$ cat config.mk
export PLATFORM = sky130hd
export DESIGN_NAME = vec_store_sequencer_flat
export DESIGN_NICKNAME = d
export VERILOG_FILES = /design/src/rtl/vec_store_sequencer_if.sv /design/src/rtl/vec_store_sequencer.sv /design/src/flat_wrapper.sv
export SDC_FILE = /design/constraint.sdc
export NUM_CORES = 1
export LEC_CHECK = 0
export BUFFER_PORTS_ARGS = -buffer_cell sky130_fd_sc_hd__buf_2
export CAP_MARGIN = 20
export CORE_UTILIZATION = 56
export DETAILED_ROUTE_END_ITERATION = 7
export GPL_ROUTABILITY_DRIVEN = 0
export PLACE_DENSITY_LB_ADDON = 0.2
export SYNTH_ARGS = -nofsm -noshare
export SYNTH_HDL_FRONTEND = slang
export SYNTH_SLANG_ARGS = --single-unit
$ cat constraint.sdc
create_clock -name clk -period 7.9 [get_ports clk]
set_clock_uncertainty 0.1 [all_clocks]
set_input_delay 1.58 -clock clk [delete_from_list [all_inputs] [get_ports clk]]
set_output_delay 1.58 -clock clk [all_outputs]
set_load 0.02 [all_outputs]
$ cat src/rtl/vec_store_sequencer_if.sv
// Bus bundle between the core/decode side, the vector store sequencer and data memory.
// The slave modport is the sequencer's view; master is the surrounding core/memory side.
interface vec_store_sequencer_if;
    logic        VecStart;
    logic [2:0]  VecLen;
    logic [31:0] BaseAddr;
    logic [31:0] VecWriteData_0;
    logic [31:0] VecWriteData_1;
    logic [31:0] VecWriteData_2;
    logic [31:0] VecWriteData_3;
    logic [31:0] VecWriteData_4;
    logic        CoreMemWrite;
    logic [31:0] CoreAddr;
    logic [31:0] CoreWData;
    logic        MemReady;
    logic        MemWE;
    logic [31:0] MemAddr;
    logic [31:0] MemWData;
    logic        Stall;
    logic        Busy;
    logic        Done;
    logic        Error;

    modport master (
        output VecStart, VecLen, BaseAddr,
        output VecWriteData_0, VecWriteData_1, VecWriteData_2, VecWriteData_3, VecWriteData_4,
        output CoreMemWrite, CoreAddr, CoreWData, MemReady,
        input  MemWE, MemAddr, MemWData, Stall, Busy, Done, Error
    );

    modport slave (
        input  VecStart, VecLen, BaseAddr,
        input  VecWriteData_0, VecWriteData_1, VecWriteData_2, VecWriteData_3, VecWriteData_4,
        input  CoreMemWrite, CoreAddr, CoreWData, MemReady,
        output MemWE, MemAddr, MemWData, Stall, Busy, Done, Error
    );
endinterface

$ cat src/rtl/vec_store_sequencer.sv
// Serialises a latched multi-lane vector store onto the shared data-memory write port,
// stalling the core while beats are issued and aborting a beat that waits too long.
module vec_store_sequencer #(
    parameter int NUM_LANES   = 5,
    parameter int ADDR_STRIDE = 4,
    parameter int TIMEOUT     = 15
) (
    input  logic                  clk,
    input  logic                  reset,
    vec_store_sequencer_if.slave  bus
);
    localparam int          TMO_W  = $clog2(TIMEOUT + 1);
    localparam logic [31:0] STRIDE = 32'(ADDR_STRIDE);

    typedef enum logic [1:0] {IDLE, WRITE, DONE} state_t;

    state_t      state_reg, state_next;
    logic [31:0] lanes_reg [0:NUM_LANES-1];
    logic [31:0] lane_in   [0:4];
    logic [2:0]  len_reg;
    logic [31:0] base_reg;
    logic [2:0]  beat_reg;
    logic [TMO_W-1:0] tmo_reg;
    logic        abort_reg;
    logic        inv_err_reg;

    logic valid_start;
    logic load;
    logic beat_accept;
    logic last_beat;
    logic timeout_hit;

    assign lane_in[0] = bus.VecWriteData_0;
    assign lane_in[1] = bus.VecWriteData_1;
    assign lane_in[2] = bus.VecWriteData_2;
    assign lane_in[3] = bus.VecWriteData_3;
    assign lane_in[4] = bus.VecWriteData_4;

    assign valid_start = bus.VecStart && (bus.VecLen != 3'd0) &&
                         (bus.VecLen <= 3'(NUM_LANES)) && (bus.BaseAddr[1:0] == 2'b00);
    assign load        = (state_reg == IDLE) && valid_start;
    assign beat_accept = (state_reg == WRITE) && bus.MemReady;
    assign last_beat   = (beat_reg == len_reg - 3'd1);
    assign timeout_hit = (state_reg == WRITE) && !bus.MemReady &&
                         (tmo_reg == TMO_W'(TIMEOUT - 1));

    always_ff @(posedge clk or negedge reset) begin
        if (!reset) begin
            state_reg <= IDLE;
        end else begin
            state_reg <= state_next;
        end
    end

    always_comb begin
        state_next = state_reg;
        case (state_reg)
            IDLE:    if (valid_start) state_next = WRITE;
            WRITE:   if ((beat_accept && last_beat) || timeout_hit) state_next = DONE;
            DONE:    state_next = IDLE;
            default: state_next = IDLE;
        endcase
    end

    // Lane data is captured once at start so the core may move on to other values.
    generate
        for (genvar gi = 0; gi < NUM_LANES; gi++) begin : g_lane
            always_ff @(posedge clk or negedge reset) begin
                if (!reset) begin
                    lanes_reg[gi] <= '0;
                end else if (load) begin
                    lanes_reg[gi] <= lane_in[gi];
                end
            end
        end
    endgenerate

    always_ff @(posedge clk or negedge reset) begin
        if (!reset) begin
            len_reg     <= '0;
            base_reg    <= '0;
            beat_reg    <= '0;
            tmo_reg     <= '0;
            abort_reg   <= 1'b0;
            inv_err_reg <= 1'b0;
        end else begin
            inv_err_reg <= (state_reg == IDLE) && bus.VecStart && !valid_start;
            if (load) begin
                len_reg   <= bus.VecLen;
                base_reg  <= bus.BaseAddr;
                beat_reg  <= '0;
                tmo_reg   <= '0;
                abort_reg <= 1'b0;
            end else if (state_reg == WRITE) begin
                if (bus.MemReady) begin
                    beat_reg <= beat_reg + 3'd1;
                    tmo_reg  <= '0;
                end else begin
                    tmo_reg <= tmo_reg + TMO_W'(1);
                end
                if (timeout_hit) abort_reg <= 1'b1;
            end
        end
    end

    // Outputs are forced low while reset is held so the core is released without waiting for a clock.
    always_comb begin
        bus.MemWE    = bus.CoreMemWrite;
        bus.MemAddr  = bus.CoreAddr;
        bus.MemWData = bus.CoreWData;
        bus.Stall    = 1'b0;
        bus.Busy     = 1'b0;
        bus.Done     = 1'b0;
        bus.Error    = inv_err_reg;
        case (state_reg)
            IDLE: begin
                bus.Stall = valid_start;
            end
            WRITE: begin
                bus.Stall    = 1'b1;
                bus.Busy     = 1'b1;
                bus.MemWE    = 1'b1;
                bus.MemAddr  = base_reg + 32'(beat_reg) * STRIDE;
                bus.MemWData = lanes_reg[beat_reg];
            end
            DONE: begin
                bus.Busy  = 1'b1;
                bus.Done  = 1'b1;
                bus.Error = inv_err_reg || abort_reg;
            end
            default: ;
        endcase
        if (!reset) begin
            bus.MemWE = 1'b0;
            bus.Stall = 1'b0;
            bus.Busy  = 1'b0;
            bus.Done  = 1'b0;
            bus.Error = 1'b0;
        end
    end
endmodule

$ cat src/flat_wrapper.sv
// flat-port wrapper written by rule: the top's interface ports become plain ports
module vec_store_sequencer_flat 
#(
    parameter int NUM_LANES   = 5,
    parameter int ADDR_STRIDE = 4,
    parameter int TIMEOUT     = 15
)
  (clk, reset, bus_VecStart, bus_VecLen, bus_BaseAddr, bus_VecWriteData_0, bus_VecWriteData_1, bus_VecWriteData_2, bus_VecWriteData_3, bus_VecWriteData_4, bus_CoreMemWrite, bus_CoreAddr, bus_CoreWData, bus_MemReady, bus_MemWE, bus_MemAddr, bus_MemWData, bus_Stall, bus_Busy, bus_Done, bus_Error);
  vec_store_sequencer_if bus_i ();
  input  logic clk;
  input  logic reset;
  input wire logic [$bits(bus_i.VecStart)-1:0] bus_VecStart;
  input wire logic [$bits(bus_i.VecLen)-1:0] bus_VecLen;
  input wire logic [$bits(bus_i.BaseAddr)-1:0] bus_BaseAddr;
  input wire logic [$bits(bus_i.VecWriteData_0)-1:0] bus_VecWriteData_0;
  input wire logic [$bits(bus_i.VecWriteData_1)-1:0] bus_VecWriteData_1;
  input wire logic [$bits(bus_i.VecWriteData_2)-1:0] bus_VecWriteData_2;
  input wire logic [$bits(bus_i.VecWriteData_3)-1:0] bus_VecWriteData_3;
  input wire logic [$bits(bus_i.VecWriteData_4)-1:0] bus_VecWriteData_4;
  input wire logic [$bits(bus_i.CoreMemWrite)-1:0] bus_CoreMemWrite;
  input wire logic [$bits(bus_i.CoreAddr)-1:0] bus_CoreAddr;
  input wire logic [$bits(bus_i.CoreWData)-1:0] bus_CoreWData;
  input wire logic [$bits(bus_i.MemReady)-1:0] bus_MemReady;
  output wire logic [$bits(bus_i.MemWE)-1:0] bus_MemWE;
  output wire logic [$bits(bus_i.MemAddr)-1:0] bus_MemAddr;
  output wire logic [$bits(bus_i.MemWData)-1:0] bus_MemWData;
  output wire logic [$bits(bus_i.Stall)-1:0] bus_Stall;
  output wire logic [$bits(bus_i.Busy)-1:0] bus_Busy;
  output wire logic [$bits(bus_i.Done)-1:0] bus_Done;
  output wire logic [$bits(bus_i.Error)-1:0] bus_Error;
  assign bus_i.VecStart = bus_VecStart;
  assign bus_i.VecLen = bus_VecLen;
  assign bus_i.BaseAddr = bus_BaseAddr;
  assign bus_i.VecWriteData_0 = bus_VecWriteData_0;
  assign bus_i.VecWriteData_1 = bus_VecWriteData_1;
  assign bus_i.VecWriteData_2 = bus_VecWriteData_2;
  assign bus_i.VecWriteData_3 = bus_VecWriteData_3;
  assign bus_i.VecWriteData_4 = bus_VecWriteData_4;
  assign bus_i.CoreMemWrite = bus_CoreMemWrite;
  assign bus_i.CoreAddr = bus_CoreAddr;
  assign bus_i.CoreWData = bus_CoreWData;
  assign bus_i.MemReady = bus_MemReady;
  assign bus_MemWE = bus_i.MemWE;
  assign bus_MemAddr = bus_i.MemAddr;
  assign bus_MemWData = bus_i.MemWData;
  assign bus_Stall = bus_i.Stall;
  assign bus_Busy = bus_i.Busy;
  assign bus_Done = bus_i.Done;
  assign bus_Error = bus_i.Error;
  vec_store_sequencer #(.NUM_LANES(NUM_LANES), .ADDR_STRIDE(ADDR_STRIDE), .TIMEOUT(TIMEOUT)) u_core (.clk(clk), .reset(reset), .bus(bus_i));
endmodule
-- Yosys cells after proc, flatten, opt, wreduce, memory -nomap -nowiden
Cells that the tools add are included.
- logic and storage cells: 76
- flip-flop bits (word level): 206
- output and inout port bits: 69
- input bits: 264
- add/sub/neg operators: 4
- magnitude comparators: 2
- reductions and logical operators: 24
- bitwise logic cells: 1
- eq/ne operators: 6
- mux-type cells: 27
- operator list (operator ; number):
    32-bit 2-to-1 mux ; 4
    32-bit binary-select mux with 3-bit select ; 1
    32-bit by 5-bit adder with 32-bit output ; 1
    1-bit 2-to-1 mux ; 12
    4-bit 2-to-1 mux ; 3
    1-bit logical AND ; 10
    3-bit 2-to-1 mux ; 3
    2-bit AND reduction ; 3
    2-bit nonzero test ; 3
    4-bit by 1-bit adder with 4-bit output, second input constant ; 1
    4-bit == test, second input constant ; 1
    4-bit greater-or-equal comparator, second input constant ; 1
    2-bit logical NOT ; 2
    2-bit 2-to-1 mux ; 2
    3-bit inverter with 4-bit output ; 1
    2-bit case mux with 2 select lines ; 1
    3-bit by 1-bit adder with 3-bit output, second input constant ; 1
    3-bit == test ; 1
    3-bit less-or-equal comparator, second input constant ; 1
    3-bit nonzero test ; 1
    3-bit by 1-bit subtractor with 3-bit output, second input constant ; 1
    2-bit by 1-bit == test with 1-bit output, second input constant ; 1
    2-bit == test, second input constant ; 1
    1-bit logical NOT ; 2
    5 further kinds ; 6

-- Longest topological paths before layout
- depth in word-level cells: 7
- gate-level depth with buffers: 8
- depth with buffers taken out: 6

-- Worst setup path before layout
No wires, ideal clock.
- path type: input -> output
- from: input port bus_BaseAddr[1]
- to: output port bus_Stall
- data arrival time: 3.163 ns
- required time: 6.220 ns
- cell stages on the path: 4
- setup slack: 3.057 ns
- path buffers: 0
- path through: or3b_1 a211oi_4 nand2_1 a21boi_0
- longest elaborated chain between the ends: 4
- RTL lines (item ; line ; source):
    start: declaration ; flat_wrapper.sv:14 ; input wire logic [$bits(bus_i.BaseAddr)-1:0] bus_BaseAddr;
    2-bit logical NOT ; vec_store_sequencer.sv:40 ; (bus.VecLen <= 3'(NUM_LANES)) && (bus.BaseAddr[1:0] == 2'b00);
    1-bit logical AND ; vec_store_sequencer.sv:40 ;
    1-bit case mux with 2 select lines ; vec_store_sequencer.sv:115 ; case (state_reg)
    1-bit 2-to-1 mux ; vec_store_sequencer.sv:133 ; if (!reset) begin
    end: declaration ; flat_wrapper.sv:27 ; output wire logic [$bits(bus_i.Stall)-1:0] bus_Stall;
Every way passes these cells.

-- Final worst setup path
- from: register u_core.beat_reg[0]
- to: output port bus_MemAddr[24]
- longest elaborated chain between the ends: 2
- RTL lines (item ; line ; source):
    start: declaration ; vec_store_sequencer.sv:22 ; logic [2:0] beat_reg;
    start signal: assignment ; vec_store_sequencer.sv:96 ; beat_reg <= beat_reg + 3'd1;
    32-bit by 5-bit adder with 32-bit output ; vec_store_sequencer.sv:123 ; bus.MemAddr = base_reg + 32'(beat_reg) * STRIDE;
    32-bit 2-to-1 mux ; vec_store_sequencer.sv:115 ;
    end: declaration ; flat_wrapper.sv:25 ; output wire logic [$bits(bus_i.MemAddr)-1:0] bus_MemAddr;
Every way passes these cells.

==> run metrics <==
status finished, violations left; failing checks design-rule violations; Core ar. 0.01809 mm2; PortBufs 332; fill count 1339; syn nets 1095; total track usage 28.14%; Core Rows 49; Tightest Pin Transition 1.126 ns; critical path type reg -> out; Die H 138.2 um; pwr dens 362.0 mW/mm2; vias in the first global route 8096; P&R area growth vs syn 24.26%; Slew Limit Fails 0; clk root buf clkbuf_16; max-cap violation count 0; # clock sinks 206; Yosys warnings 0; Setup-failing EPs final 0; WP data arrival 3.71 ns; layout cells sized above 1 37.39%; maximum vdd drop 0.0002518 V; multi-input logic area 0.004891 mm2; register area 0.005157 mm2; Async SR Flop Fraction 100.0%; Initial Util 57.47%; DPL Wire Length 18160 um; slowest CP cell or3_1; Synth cell types 52; average cell area after synthesis 12.69 um2; Relative slew margins 24.92%; crit-path cells buf_4 -> ha_1 -> fa_1 -> a21oi_1 -> or3_1 -> or4_1 -> a31oi_1 -> buf_2; number of flops mapped to enable cells by yosys 0; crit path max fanout 37; nets@finish 1405; Tmin final 5.393 ns; drt first pass iters 7; period utilization 68.27%; DR vias/cell 5.675; CTS tree built; mapped cell area 0.01039 mm2; worst-skew pair later-pin latency 0.51 ns; post-route antenna net violation count 0; postcts setup bufs 0; Final Cell Area 0.01291 mm2; Reg clk slew, reported paths 0.06 ns; WL/cell 19.06 um; max reg flops 160; final hold violation count 0; CTS Buf Count 22; Hold Worst Slack 0.3817 ns; Worst setup SP type flip-flop; area of the die 0.01911 mm2; Most used DFF post-synth dfrtp_1; post-layout util 71.41%; setup TNS 0 ns; DP Area 0.01213 mm2; post-CTS sizing 0; CTS Buffer Depth 3; Seq/Total Area, Yosys 49.60%; Crit. End Element output pin; io pins 333; gate count of the mapped netlist 819; Starting DRT DRC Count 394; first-pass GRT wire length 42160 um; CP max stage delay 0.63 ns; wirelength, routed 26290 um; Chip Width 138.2 um; largest net degree at the start of global routing 181; unrepaired setup endpoints after global routing no; most frequent cells in the layout 331 x buf_2, 204 x dfrtp_1, 184 x mux2_1; initial antenna violation count 13; total number of vias 7826; GRT Residual Overflow 0; Required @ worst endpoint 6.22 ns; CTS Hold Bufs 0; hold crit path type reg -> reg; commonest non-fill, non-tap cell in the layout buf_2; fmax 0.1854 GHz; H-tree levels 1; DRC 100; cell leakage power 0.005931 uW; flops & latches, synth 206
## where the power goes
group          switching, uW  leakage (uW)  internal (uW)
logic                    866       0.00307            837
clock network            404      0.000375            664
registers                333       0.00249           1570
## critical path, delay by kind of cell, from the launching register on
family	cells	cell delay, ns
compound gates	2	0.33
fa+ha+maj	2	0.54
buf+inv	2	0.79
flops	1	0.34
simple gates	2	1.21
## through the flow
stage	std cells	setup slack, ns	power [uW]
2_1_floorplan	819	3.057	3053
4_1_cts	1371	2.420	4706
3_3_place_gp	1334	2.925	3540
6_report	1379	2.507	4675
5_1_grt	1377	2.203	4964
3_5_place_dp	1334	2.882	3620
## layout make-up
cell class | count | area share (%)
antenna | 8 | 0.1550
inverter | 13 | 0.3778
clock inverter | 6 | 0.9010
sequential | 206 | 39.93
tap | 229 | 2.219
timing repair buffer | 341 | 13.55
clock buffer | 31 | 4.989
multi-input combinational | 545 | 37.87
## cells by family after synthesis
family / after synthesis / share of synthesized area [%]
muxes: 227 / 28.05
DFF: 206 / 49.60
and+or+nand+nor: 185 / 8.463
AOI/OAI and AO/OA: 105 / 7.355
buffers and inverters: 68 / 3.539
xor gates and xnor gates: 16 / 1.481
adders and majority gates: 12 / 1.517
## Yosys cell counts (5+ instances only)
library cell,instances,area share [%]
dfrtp_1,206,50
mux2_1,184,20
nor2_1,98,3.5
a221oi_1,32,2.7
mux4_2,32,6.9
clkbuf_1,25,0.90
a21oi_1,20,0.96
nand3_1,19,0.91
a31oi_1,15,0.90
nand2_1,15,0.54
or4_1,12,0.87
ha_1,11,1.3
inv_1,11,0.40
o31ai_1,11,0.79
buf_6,10,1.1
mux2_2,10,1.1
xnor2_1,10,0.84
buf_2,9,0.43
buf_4,7,0.51
o21ai_1,7,0.34
and2_1,6,0.36
nand4_1,6,0.36
nor2b_1,5,0.30
xor2_1,5,0.42
## worst paths after layout
kind	from	end	slack, ns	cells after the start
min reg2reg	u_core.lanes_reg[63]	u_core.lanes_reg[63]	0.38	1
max in group asynchronous	reset	u_core.lanes_reg[11]	5.27	2
max	u_core.beat_reg[0]	bus_MemAddr[24]	2.51	8
min	u_core.lanes_reg[63]	u_core.lanes_reg[63]	0.38	1
min in group asynchronous	reset	u_core.lanes_reg[105]	1.04	1
max reg2reg	u_core.state_reg[1]	u_core.state_reg[1]	5.11	6
## per-layer routing
metal	up-vias	track usage, %	part of all wire (%)
met3	68	6.928	7.9
li1	3654	-	-
met4	8	13.01	3.6
met1	3783	34.84	40
met2	313	46.91	48
met5	-	0	0.19
No activity file was read; power rests on OpenSTA's default activity.
